## config.mk

```make
export PLATFORM = sky130hd
export DESIGN_NAME = reg_file_sb
export DESIGN_NICKNAME = d
export VERILOG_FILES = /design/src/rtl/rf_pkg.sv /design/src/rtl/reg_scoreboard.sv /design/src/rtl/reg_file_sb.sv
export SDC_FILE = /design/constraint.sdc
export NUM_CORES = 2
export LEC_CHECK = 0
export CAP_MARGIN = 15
export CORE_ASPECT_RATIO = 0.8
export CORE_UTILIZATION = 57
export CTS_CLUSTER_DIAMETER = 50
export CTS_CLUSTER_SIZE = 40
export DETAILED_ROUTE_END_ITERATION = 7
export GPL_TIMING_DRIVEN = 1
export PLACE_DENSITY_LB_ADDON = 0.25
export SLEW_MARGIN = 20
export SYNTH_ARGS = -nofsm -noshare
export SYNTH_HDL_FRONTEND = slang
export SYNTH_SLANG_ARGS = --single-unit
```

## constraint.sdc

```tcl
create_clock -name clk -period 5.6 [get_ports clk]
set_clock_uncertainty 0.1 [all_clocks]
set_input_delay 0.84 -clock clk [delete_from_list [all_inputs] [get_ports clk]]
set_output_delay 0.84 -clock clk [all_outputs]
set_load 0.01 [all_outputs]
```

## src/rtl/rf_pkg.sv

```systemverilog
// Shared sizing constants for the register file and its pending-write scoreboard.
package rf_pkg;
  localparam int DATA_W = 32;
  localparam int ADDR_W = 5;
  localparam int NREGS  = 2 ** ADDR_W;
  localparam logic [4:0] ZERO_REG = 5'd0;
endpackage

```

## src/rtl/reg_scoreboard.sv

```systemverilog
// Pending-write scoreboard: busy bit per register, reserved on issue, released on write-back.
// Busy flags are combinational from addresses and the write-back bus; stall blocks new issues.
module reg_scoreboard #(
  parameter int ADDR_W = rf_pkg::ADDR_W
) (
  input  logic              clk,
  input  logic              rst,
  input  logic              iss_en,
  input  logic [ADDR_W-1:0] iss_addr,
  input  logic              wb_en,
  input  logic [ADDR_W-1:0] wb_addr,
  input  logic [ADDR_W-1:0] rs_addr,
  input  logic [ADDR_W-1:0] rt_addr,
  output logic              rs_busy,
  output logic              rt_busy,
  output logic              stall,
  output logic [ADDR_W:0]   busy_cnt
);
  localparam int NREGS = 2 ** ADDR_W;
  localparam logic [ADDR_W-1:0] ZR = ADDR_W'(rf_pkg::ZERO_REG);

  logic [NREGS-1:0] busy_q, busy_d;
  logic [ADDR_W:0]  cnt_q, cnt_d;
  logic             wb_vld, iss_acc, cnt_inc, cnt_dec;

  assign wb_vld  = wb_en && (wb_addr != ZR);
  assign rs_busy = busy_q[rs_addr] && !(wb_vld && (wb_addr == rs_addr)) && (rs_addr != ZR);
  assign rt_busy = busy_q[rt_addr] && !(wb_vld && (wb_addr == rt_addr)) && (rt_addr != ZR);
  assign stall   = rs_busy || rt_busy;
  assign iss_acc = iss_en && (iss_addr != ZR) && !stall;

  // A same-edge issue to the register being written back keeps it reserved,
  // so that write-back must not decrement the count.
  assign cnt_inc = iss_acc && !busy_q[iss_addr];
  assign cnt_dec = wb_vld && busy_q[wb_addr] && !(iss_acc && (iss_addr == wb_addr));

  always_comb begin
    busy_d = busy_q;
    if (wb_vld)  busy_d[wb_addr]  = 1'b0;
    if (iss_acc) busy_d[iss_addr] = 1'b1;
    cnt_d = cnt_q;
    case ({cnt_inc, cnt_dec})
      2'b10:   cnt_d = cnt_q + 1'b1;
      2'b01:   cnt_d = cnt_q - 1'b1;
      default: cnt_d = cnt_q;
    endcase
  end

  always_ff @(posedge clk) begin
    if (rst) begin
      busy_q <= '0;
      cnt_q  <= '0;
    end else begin
      busy_q <= busy_d;
      cnt_q  <= cnt_d;
    end
  end

  assign busy_cnt = cnt_q;
endmodule

```

## src/rtl/reg_file_sb.sv

```systemverilog
// 32x32 register file with write-back bypass on both read ports and a pending-write scoreboard.
// Reads are combinational; write-back lands one edge later; issues are dropped while stall is high.
module reg_file_sb #(
  parameter int DATA_W = rf_pkg::DATA_W,
  parameter int ADDR_W = rf_pkg::ADDR_W
) (
  input  logic              clk,
  input  logic              rst,
  input  logic [ADDR_W-1:0] rs_addr,
  input  logic [ADDR_W-1:0] rt_addr,
  output logic [DATA_W-1:0] rs_data,
  output logic [DATA_W-1:0] rt_data,
  input  logic              iss_en,
  input  logic [ADDR_W-1:0] iss_addr,
  input  logic              wb_en,
  input  logic [ADDR_W-1:0] wb_addr,
  input  logic [DATA_W-1:0] wb_data,
  output logic              rs_busy,
  output logic              rt_busy,
  output logic              stall,
  output logic [ADDR_W:0]   busy_cnt
);
  localparam int NREGS = 2 ** ADDR_W;
  localparam logic [ADDR_W-1:0] ZR = ADDR_W'(rf_pkg::ZERO_REG);

  logic [DATA_W-1:0] regs_q [NREGS];
  logic              wb_vld;

  assign wb_vld = wb_en && (wb_addr != ZR);

  // Register 0 is never written, so it stays at its reset value of zero.
  always_ff @(posedge clk) begin
    if (rst) begin
      for (int i = 0; i < NREGS; i++) regs_q[i] <= '0;
    end else if (wb_vld) begin
      regs_q[wb_addr] <= wb_data;
    end
  end

  assign rs_data = (wb_vld && (wb_addr == rs_addr)) ? wb_data : regs_q[rs_addr];
  assign rt_data = (wb_vld && (wb_addr == rt_addr)) ? wb_data : regs_q[rt_addr];

  reg_scoreboard #(.ADDR_W(ADDR_W)) u_sb (
    .clk      (clk),
    .rst      (rst),
    .iss_en   (iss_en),
    .iss_addr (iss_addr),
    .wb_en    (wb_en),
    .wb_addr  (wb_addr),
    .rs_addr  (rs_addr),
    .rt_addr  (rt_addr),
    .rs_busy  (rs_busy),
    .rt_busy  (rt_busy),
    .stall    (stall),
    .busy_cnt (busy_cnt)
  );
endmodule

```

==> results.md <==
* Status: finished clean
* Per-cell routed wire length at 34.8 um
* Net Switching at 5160 uW
* Inserted Clock Buffers at 110
* Crit path launch type: primary input
* Hold/Removal Path Class: reg -> reg
* GR Util met1 at 0.485
* Worst-Margin Slew at 1.21 ns
* Period utilization at 0.868
* Total Wirelength at 182000 um
* Crit path buf inv count at 3
* Core Area at 101000 um^2
* Int Pwr at 15000 uW
* Min Tclk post-route at 4.86 ns
* Max incr delay on CP at 0.64 ns
* Worst r2r path cells at 14
* Yosys cell types at 56
* CTS Sinks at 1062
* Logic pwr share at 0.130
* Sw Ratio at 0.256
* Peak VDD IR at 0.241 mV
* Post-CTS Resized at 0
* CTS tree: yes
* Max clock buf depth at 3
* P_leak at 0.0226 uW
* R2r startpoint: u_sb.busy_q[10]$_SDFF_PP0_
* Initial antenna violation count at 20
* Commonest non-fill, non-tap cell in the layout: edfxtp_1
* Die height at 288 um
* Hold path startpoint: u_sb.busy_q[0]$_SDFF_PP0_
* Synth warn at 0
* Mapped Avg Cell Area at 15.3 um^2
* Reg power frac at 0.464
* Grt met3 use at 0.0895
* Clock power share at 0.406
* Post-synth ARST share at 0
* DIE AREA at 103000 um^2
* Critical Path AT at 3.92 ns
* Top Family by Delay on Critical Path: buffers and inverters
* Worst r2r dst: u_sb.busy_cnt[5]$_SDFFE_PP0P_
* ANT nets after route at 0
* Final setup vio count at 0
* Area taken by multi-input logic gates at 25200 um^2
* Max-slew violations at 0
* Number of max-cap violations at 0
* Hold bufs inserted after CTS at 0
* Critical path type: in -> out
* CP max FO at 108
* Row count at 104
* Grt met2 use at 0.543
* GP Congestion at 0.936
* Slew headroom at 0.190
* HPWL after DPL at 107000 um
* Share of cells above drive strength 1 at 0.261
* Top Usage Layer GRT: met2
* Initial Util at 0.577
* Crit end category: primary output
* GRT Overall Usage at 0.355
* RSZ-0062 raised after global routing: false
* Most frequent cells in the layout: 1024 x edfxtp_1, 997 x and2_1, 598 x mux4_2
* Iteration-0 DRC Markers at 5504
* CTS H-tree lvls at 3
* Pwr/cell area at 310 nW/um^2
* EDFF count, synth at 1024
* Overall Power at 20200 uW
* Critical Path, Cell by Cell: buf_8 -> buf_12 -> mux4_2 -> mux2i_1 -> mux4_2 -> o21ai_0 -> clkdlybuf4s50_1
* DIE WIDTH at 359 um
* Hold Crit Depth at 1
* IO Port Bufs at 128
* Worst path required time at 4.66 ns
* Total stage count of the critical path at 7
* # nets final at 3858
* Most frequent CP cell: mux4_2
* Worst-path clk slew at 0.06 ns
* Worst reg2reg setup slack at 1.40 ns
* Mapped Cells at 3801
* Routed vias at 36.3k
* # fillers at 6947
* Vias in the first global route at 35.4k
* First-pass GRT wire length at 259000 um
* Num ports at 129
* Remaining DRCs at 0
* First-pass DRT Iterations at 6
* Worst path slowest cell: clkdlybuf4s50_1
* Hold Path End: u_sb.busy_q[0]$_SDFF_PP0_
* Worst-Skew Late Latency at 0.71 ns
* FF+latch area at 31500 um^2
* Setup TNS at 0 ns
* Clock root buffer: clkbuf_16
* Post-synth top flop: edfxtp_1
* Post-CTS setup buffers at 0
* Largest net degree at the start of global routing at 109
* Final Hold Violating Endpoints at 0
* Synthesized cell area at 58200 um^2
* Register area share after synthesis at 0.541
* Synth-to-layout area growth at 11.9%
* Drt via density at 6.95
* FF+latch count, synth at 1062
* GR Overflow Total at 0
* Fmax at 206 MHz
-- worst max-delay path by stage --
stage	to	start
4_1_cts	rs_data[25]	wb_addr[3]
5_1_grt	u_sb.busy_cnt[5]$_SDFFE_PP0P_	wb_addr[3]
3_3_place_gp	u_sb.busy_cnt[5]$_SDFFE_PP0P_	iss_addr[0]
6_report	rt_data[25]	rt_addr[2]
2_1_floorplan	u_sb.busy_cnt[5]$_SDFFE_PP0P_	rs_addr[2]
3_5_place_dp	u_sb.busy_cnt[5]$_SDFFE_PP0P_	wb_addr[3]
-- logic make-up (layout without fill, tap and decap cells) --
| family | count (synthesis) | after routing | synth area share |
|---|---|---|---|
| and+or+nand+nor | 1234 | 1234 | 0.126 |
| muxes | 877 | 877 | 0.279 |
| AOI/OAI and AO/OA | 161 | 161 | 0.0161 |
| adders and majority gates | 6 | 6 | 0.00142 |
| buffers and inverters | 441 | 498 | 0.0330 |
| other | 1 | 46 | 0.0000644 |
| xor gates and xnor gates | 19 | 19 | 0.00286 |
| DFF | 1062 | 1062 | 0.541 |
-- cells in the mapped netlist (5+ instances only) --
cell type  instances  area, um^2
a21oi_1           28         140
nor2b_1           11        68.8
nand2_1           96         360
xnor2_1            6        52.6
a22oi_1            7        52.6
inv_1             37         139
mux2i_1          277        2770
buf_1             11        41.3
mux4_2           598       13500
buf_4             35         263
ha_1               5        62.6
and3_1             6        37.5
clkbuf_1         253         950
xor2_1            13         114
and2_1           997        6240
nand3_1           35         175
dfxtp_1           38         761
edfxtp_1        1024       30700
o22ai_1           15        93.8
a21o_1            15         113
buf_2            102         510
nor2_1            56         210
o21ai_0           81         405
-- metrics by stage --
| stage | instances | hold WS [ns] | cell area (um^2) | worst slack (ns) | utilization |
|---|---|---|---|---|---|
| 2_1_floorplan | 3832 | 0.351 | 58300 | 1.15 | - |
| 3_3_place_gp | 5007 | 0.406 | 61000 | 0.353 | 0.605 |
| 3_5_place_dp | 5009 | 0.408 | 61100 | 0.349 | 0.606 |
| 4_1_cts | 5214 | 0.417 | 65100 | 0.860 | 0.646 |
| 5_1_grt | 5215 | 0.449 | 65100 | 0.689 | 0.645 |
| 6_report | 5228 | 0.417 | 65100 | 0.740 | 0.646 |
-- power by group through the flow --
stage	Clock (uW)	Combinational (uW)	Sequential [uW]
2_1_floorplan	0	1610	9430
3_3_place_gp	0	2560	9480
3_5_place_dp	0	2580	9520
4_1_cts	8210	2580	9350
5_1_grt	8510	2700	9400
6_report	8200	2620	9360
-- cell type report --
type / instances / share of cell area
diodes: 14 / 0.000538
well taps: 1325 / 0.0255
repair buffers: 255 / 0.0393
clock inverters: 87 / 0.0182
clock buffers: 118 / 0.0437
inverters: 38 / 0.00219
flip-flops and latches: 1062 / 0.484
multi-input cells: 2329 / 0.387
-- layer usage --
| layer | vias up | share of wire |
|---|---|---|
| met5 | - | 0.00068 |
| met4 | 16 | 0.051 |
| met3 | 520 | 0.12 |
| met2 | 2664 | 0.46 |
| met1 | 18600 | 0.37 |
| li1 | 14500 | - |
-- sequential cells by signal, summed over array words and instances (netlist names) --
signal         flops
regs_q          1024
u_sb.busy_q       32
u_sb.busy_cnt      6
-- worst register-to-register path, delay by kind of cell (launching register included) --
kind,cells,cell delay (ns)
mux,3,1.06
fa+ha+maj,2,0.63
compound gates,7,1.25
buf+inv,1,0.09
simple gates,1,0.54
flops,1,0.42
Power figures use the tool's default switching activity.
